File: config.mk
export PLATFORM = sky130hd
export DESIGN_NAME = uart_frame_tx_ctrl
export DESIGN_NICKNAME = d
export VERILOG_FILES = /design/src/rtl/uart_frame_tx_ctrl.sv
export SDC_FILE = /design/constraint.sdc
export NUM_CORES = 1
export LEC_CHECK = 0
export CORE_MARGIN = 1.5
export CORE_UTILIZATION = 55
export DETAILED_ROUTE_END_ITERATION = 10
export PLACE_DENSITY = 0.9
export SETUP_SLACK_MARGIN = 0.1
export SYNTH_ARGS = -nofsm -noshare
export SYNTH_HDL_FRONTEND = slang
export SYNTH_SLANG_ARGS = --single-unit
File: constraint.sdc
create_clock -name Clk -period 8.41 [get_ports Clk]
set_clock_uncertainty 0.15 [all_clocks]
set_input_delay 1.682 -clock Clk [delete_from_list [all_inputs] [get_ports Clk]]
set_output_delay 1.682 -clock Clk [all_outputs]
set_load 0.01 [all_outputs]
File: src/rtl/uart_frame_tx_ctrl.sv
// Frame serialiser for multi-channel ADC samples: header, masked channel bytes MSB first, checksum.
// Hands bytes to the UART byte transmitter via a Byte_En / Tx_Done handshake.
module uart_frame_tx_ctrl #(
    parameter int          DATA_W    = 16,
    parameter int          NUM_CH    = 2,
    parameter logic [7:0]  HDR_BYTE  = 8'hA5,
    parameter logic [7:0]  ADDR_EN   = 8'd4,
    parameter logic [7:0]  ADDR_BAUD = 8'd5,
    parameter logic [7:0]  ADDR_MASK = 8'd6
) (
    input  logic                       Clk,
    input  logic                       Rst,
    input  logic                       m_wr,
    input  logic [7:0]                 m_addr,
    input  logic [15:0]                m_wrdata,
    input  logic                       ADC_Flag,
    input  logic [NUM_CH*DATA_W-1:0]   ADC_Data,
    input  logic                       Tx_Done,
    output logic                       Byte_En,
    output logic [7:0]                 Tx_Data,
    output logic [2:0]                 Baud_Set,
    output logic                       Busy,
    output logic [7:0]                 Drop_Cnt
);
    localparam int NB = (DATA_W + 7) / 8;

    typedef enum logic [1:0] {IDLE, STROBE, WAIT_DONE} state_t;
    typedef enum logic [1:0] {SEL_HDR, SEL_DATA, SEL_CSUM} sel_t;

    state_t                     state_q, state_d;
    sel_t                       sel_q, sel_d, nsel;
    logic [3:0]                 ch_q, ch_d, nch;
    logic [2:0]                 bi_q, bi_d, nbi;
    logic [NUM_CH*DATA_W-1:0]   data_q, data_d;
    logic [NUM_CH-1:0]          mask_q, mask_d;
    logic [2:0]                 baud_q, baud_d;
    logic [7:0]                 tx_data_q, tx_data_d;
    logic [7:0]                 csum_q, csum_d;
    logic [7:0]                 drop_q, drop_d;
    logic                       en_q, en_d;
    logic [2:0]                 baud_reg_q, baud_reg_d;
    logic [NUM_CH-1:0]          mask_reg_q, mask_reg_d;

    logic [DATA_W-1:0]          sample;
    logic [NB*8-1:0]            sample_ext;
    logic [7:0]                 data_byte;
    logic                       found;
    int                         nxt_c;
    logic                       unused_wrdata;

    assign unused_wrdata = ^m_wrdata;

    // Position of the byte that follows the current one in the frame.
    always_comb begin
        found = 1'b0;
        nxt_c = 0;
        for (int c = NUM_CH - 1; c >= 0; c--) begin
            if (mask_q[c] && (sel_q == SEL_HDR || c > int'(ch_q))) begin
                found = 1'b1;
                nxt_c = c;
            end
        end
        nsel = sel_q;
        nch  = ch_q;
        nbi  = bi_q;
        case (sel_q)
            SEL_HDR: begin
                nsel = SEL_DATA;
                nch  = 4'(nxt_c);
                nbi  = 3'(NB - 1);
            end
            SEL_DATA: begin
                if (bi_q != 3'd0) begin
                    nbi = bi_q - 3'd1;
                end else if (found) begin
                    nch = 4'(nxt_c);
                    nbi = 3'(NB - 1);
                end else begin
                    nsel = SEL_CSUM;
                end
            end
            default: nsel = SEL_HDR;
        endcase
        sample     = DATA_W'(data_q >> (int'(nch) * DATA_W));
        sample_ext = (NB*8)'(sample);
        data_byte  = 8'(sample_ext >> (int'(nbi) * 8));
    end

    always_comb begin
        state_d    = state_q;
        sel_d      = sel_q;
        ch_d       = ch_q;
        bi_d       = bi_q;
        data_d     = data_q;
        mask_d     = mask_q;
        baud_d     = baud_q;
        tx_data_d  = tx_data_q;
        csum_d     = csum_q;
        drop_d     = drop_q;
        en_d       = en_q;
        baud_reg_d = baud_reg_q;
        mask_reg_d = mask_reg_q;

        if (m_wr) begin
            if (m_addr == ADDR_EN)   en_d       = m_wrdata[0];
            if (m_addr == ADDR_BAUD) baud_reg_d = m_wrdata[2:0];
            if (m_addr == ADDR_MASK) mask_reg_d = m_wrdata[NUM_CH-1:0];
        end

        if (ADC_Flag && state_q != IDLE && drop_q != 8'hFF) drop_d = drop_q + 8'd1;

        case (state_q)
            IDLE: begin
                if (ADC_Flag && en_q && mask_reg_q != '0) begin
                    data_d    = ADC_Data;
                    mask_d    = mask_reg_q;
                    baud_d    = baud_reg_q;
                    csum_d    = 8'd0;
                    sel_d     = SEL_HDR;
                    ch_d      = 4'd0;
                    bi_d      = 3'd0;
                    tx_data_d = HDR_BYTE;
                    state_d   = STROBE;
                end
            end
            STROBE: state_d = WAIT_DONE;
            WAIT_DONE: begin
                if (Tx_Done) begin
                    if (sel_q == SEL_CSUM) begin
                        state_d = IDLE;
                    end else begin
                        sel_d   = nsel;
                        ch_d    = nch;
                        bi_d    = nbi;
                        state_d = STROBE;
                        // Checksum accumulates as each data byte is loaded for sending.
                        if (nsel == SEL_CSUM) begin
                            tx_data_d = csum_q;
                        end else begin
                            tx_data_d = data_byte;
                            csum_d    = csum_q + data_byte;
                        end
                    end
                end
            end
            default: state_d = IDLE;
        endcase
    end

    always_ff @(posedge Clk) begin
        if (Rst) begin
            state_q    <= IDLE;
            sel_q      <= SEL_HDR;
            ch_q       <= '0;
            bi_q       <= '0;
            data_q     <= '0;
            mask_q     <= '0;
            baud_q     <= '0;
            tx_data_q  <= '0;
            csum_q     <= '0;
            drop_q     <= '0;
            en_q       <= 1'b1;
            baud_reg_q <= '0;
            mask_reg_q <= '1;
        end else begin
            state_q    <= state_d;
            sel_q      <= sel_d;
            ch_q       <= ch_d;
            bi_q       <= bi_d;
            data_q     <= data_d;
            mask_q     <= mask_d;
            baud_q     <= baud_d;
            tx_data_q  <= tx_data_d;
            csum_q     <= csum_d;
            drop_q     <= drop_d;
            en_q       <= en_d;
            baud_reg_q <= baud_reg_d;
            mask_reg_q <= mask_reg_d;
        end
    end

    assign Byte_En  = (state_q == STROBE);
    assign Busy     = (state_q != IDLE);
    assign Tx_Data  = tx_data_q;
    assign Baud_Set = baud_q;
    assign Drop_Cnt = drop_q;
endmodule

==> metrics.cfg <==
[status]
status = finished, violations left
violations = design-rule violations

[route]
routed_via_density = 5.64
wl_um = 8560
wl_per_cell_um = 14.7
drt_iter0_markers = 212
antenna_left = 0
drtPass1Iterations = 7
route.vias.total = 3280
drc = 3

[cts]
cts_tree = done
clock-sinks = 78
postCtsSetupBuffers = 0
cts_resized = 0
clock_path_buffers = 2
cts_hold_buffers = 0
htree_levels = 3
cts_inserted_buffers = 9
cts-root-buf = clkbuf_8
clkTransAtPathRegs_ns = 0.08
clock_latency_ns = 0.36

[sta]
relSlewSlack_pct = 51.5
tightest_slew_ns = 0.728
fmax_mhz = 248
tns_ns = 0
setup_viol = 0
worst_slack_ns = 4.38
hold_viol = 0
rsz0062_at_grt = false
slew_violations = 0
period_needed_ns = 4.03
finalCritPeriodShare_pct = 48.0

[worst_setup_path]
critical-path-slowest-cell = a211o_1
cpMostUsedCell = inv_1
cp_max_fo = 15
path_class = reg -> reg
required_ns = 8.50
path_cells = inv_1 -> ha_1 -> nor4bb_1 -> a211o_1 -> mux4_1 -> nand2_1 -> inv_1 -> ha_1 -> inv_1 -> fa_1 -> nor2b_1 -> o21ai_0 -> nand2b_1 -> a21o_1 -> a21oi_1 -> xnor2_1 -> o21ai_0
crit_path_end_kind = register
critPathLaunchType = register
max_stage_delay_ns = 0.64
worst_ep_arrival_time_ns = 4.13

[grt]
grt-ovfl-total = 0
antenna_found_initial = 0
grt_pass1_vias = 3127
grt_pass1_wl_um = 14300
grt_max_degree = 73
grtUsageTotal_pct = 24.7

[floorplanning]
coreArea_um2 = 6460
die-height_um = 85.4
dieArea_um2 = 7300
fp-row-count = 29
fp.dieW_um = 85.4
pin_count = 82
initial_utilization_pct = 57.9

[finish]
nNetsFinal = 572
diodes = 0
areaGrowthSynthToFinish_pct = 23.5
layout_common_cells = nand2_1, dfxtp_1, clkdlybuf4s50_1, a21oi_1, nor2_1
post-route-util_pct = 71.5
layout-drive-gt1-share_pct = 6.73
layout_commonest_cell = nand2_1
fin_cells = 582

[placement]
dp_worst_setup_slack_ns = 4.38
dp.cells = 566
placement.io_buffers = 68
hpwl_um = 5950
place_congestion = 0.876

[power_and_ir_drop]
p_per_area_nw_per_um2 = 183
peakVddDrop_mv = 0.105
p_leak_nw = 1.73

[synthesis]
synth_edf_count = 0
synth_area_um2 = 3740
syn_nets = 515
avgSynthCellArea_um2 = 8.44
yosysSeqAreaShare_pct = 41.8
synth_flop_cell = dfxtp_1
synthCells = 443
async_flop_share_pct = 0
yosysUniqueCellTypes = 64
ys_warn_count = 0
ys_seq_elements = 78

[job]
cap_violations = 0

[worst_hold_path]
hp-class = reg -> reg

==> flip-flops by register name, indices dropped and copies added (netlist names) <==
register    flops
en_q            1
Tx_Data         8
csum_q          8
Baud_Set        3
mask_reg_q      2
bi_q            3
ch_q            4
mask_q          2
Drop_Cnt        8
data_q         32
state_q         2
baud_reg_q      3
sel_q           2
==> where the power goes <==
group	switching [mW]	internal, mW
Clock	0.141	0.183
Sequential	0.0104	0.385
Combinational	0.0652	0.0599
==> cell type report <==
| class | count | area [um^2] |
|---|---|---|
| Clock buffer | 11 | 151 |
| Clock inverter | 5 | 81.3 |
| Fill cell | 489 | 1840 |
| Inverter | 16 | 60.1 |
| Multi-Input combinational cell | 325 | 1980 |
| Sequential cell | 78 | 1560 |
| Tap cell | 77 | 96.3 |
| Timing Repair Buffer | 70 | 691 |
==> synth_stat cells, drive strengths merged, types with 2 or more instances <==
cell type	number	area, um^2
a2111oi	4	43.8
a211o	5	45.0
a211oi	2	25.0
a21oi	53	265
a222oi	4	40.0
a22oi	4	30.0
and2	7	47.6
and3	3	18.8
buf	4	46.3
clkbuf	20	96.3
dfxtp	78	1560
ha	10	125
inv	16	60.1
mux2i	13	130
mux4	3	71.3
nand2	97	364
nand2b	6	37.5
nand3	11	55.1
nand4	3	18.8
nor2	27	101
nor2b	8	50.1
nor3	9	45.0
nor4b	2	17.5
o2111ai	2	23.8
o211a	2	20.0
o211ai	3	22.5
o21ai	9	45.0
o31a	3	27.5
or2	2	12.5
or3	2	12.5
xnor2	6	52.6
xor2	5	43.8
==> metal layers <==
| layer | global-route usage, % | vias to the layer above | share of wire (%) | routed length [um] |
|---|---|---|---|---|
| met5 | 0 | - | 0 | 0 |
| met4 | 13.0 | 0 | 1.9 | 163 |
| met3 | 4.96 | 18 | 5.3 | 454 |
| met2 | 39.2 | 93 | 47 | 4040 |
| met1 | 31.8 | 1511 | 46 | 3910 |
| li1 | - | 1658 | - | - |
==> critical path: cells and delay by family, from the launching register on <==
kind | cells | cell delay (ns)
adder cells (fa/ha/maj) | 3 | 0.63
AND/OR/NAND/NOR | 4 | 0.71
flip-flops | 1 | 0.32
AO/OA/AOI/OAI | 5 | 1.27
buffers and inverters | 3 | 0.28
multiplexers | 1 | 0.38
XOR/XNOR | 1 | 0.15
==> cells by family after synthesis <==
group | after synthesis | share of synthesized area, %
XOR/XNOR | 11 | 2.58
AND/OR/NAND/NOR | 185 | 22.9
buffers and inverters | 40 | 5.42
flip-flops | 78 | 41.8
multiplexers | 16 | 5.39
AO/OA/AOI/OAI | 102 | 18.1
adder cells (fa/ha/maj) | 11 | 3.88
==> stage by stage <==
step	power [mW]	instance area [um^2]	hold slack, ns
floorplan	0.484	3740	0.282
global placement	0.523	4380	0.290
detailed placement	0.528	4380	0.296
CTS	0.846	4620	0.308
global route	0.878	4620	0.321
finish	0.845	4620	0.308
==> path summary, 6_finish.rpt <==
path	from	end	slack [ns]	depth (start not counted)
worst max-delay path	bi_q[0]	csum_q[6]	4.38	17
worst min-delay path	Baud_Set[1]	Baud_Set[1]	0.31	2
worst max register to register	bi_q[0]	csum_q[6]	4.38	17
worst min register to register	Baud_Set[1]	Baud_Set[1]	0.31	2
(Power assumes the default switching activity.)
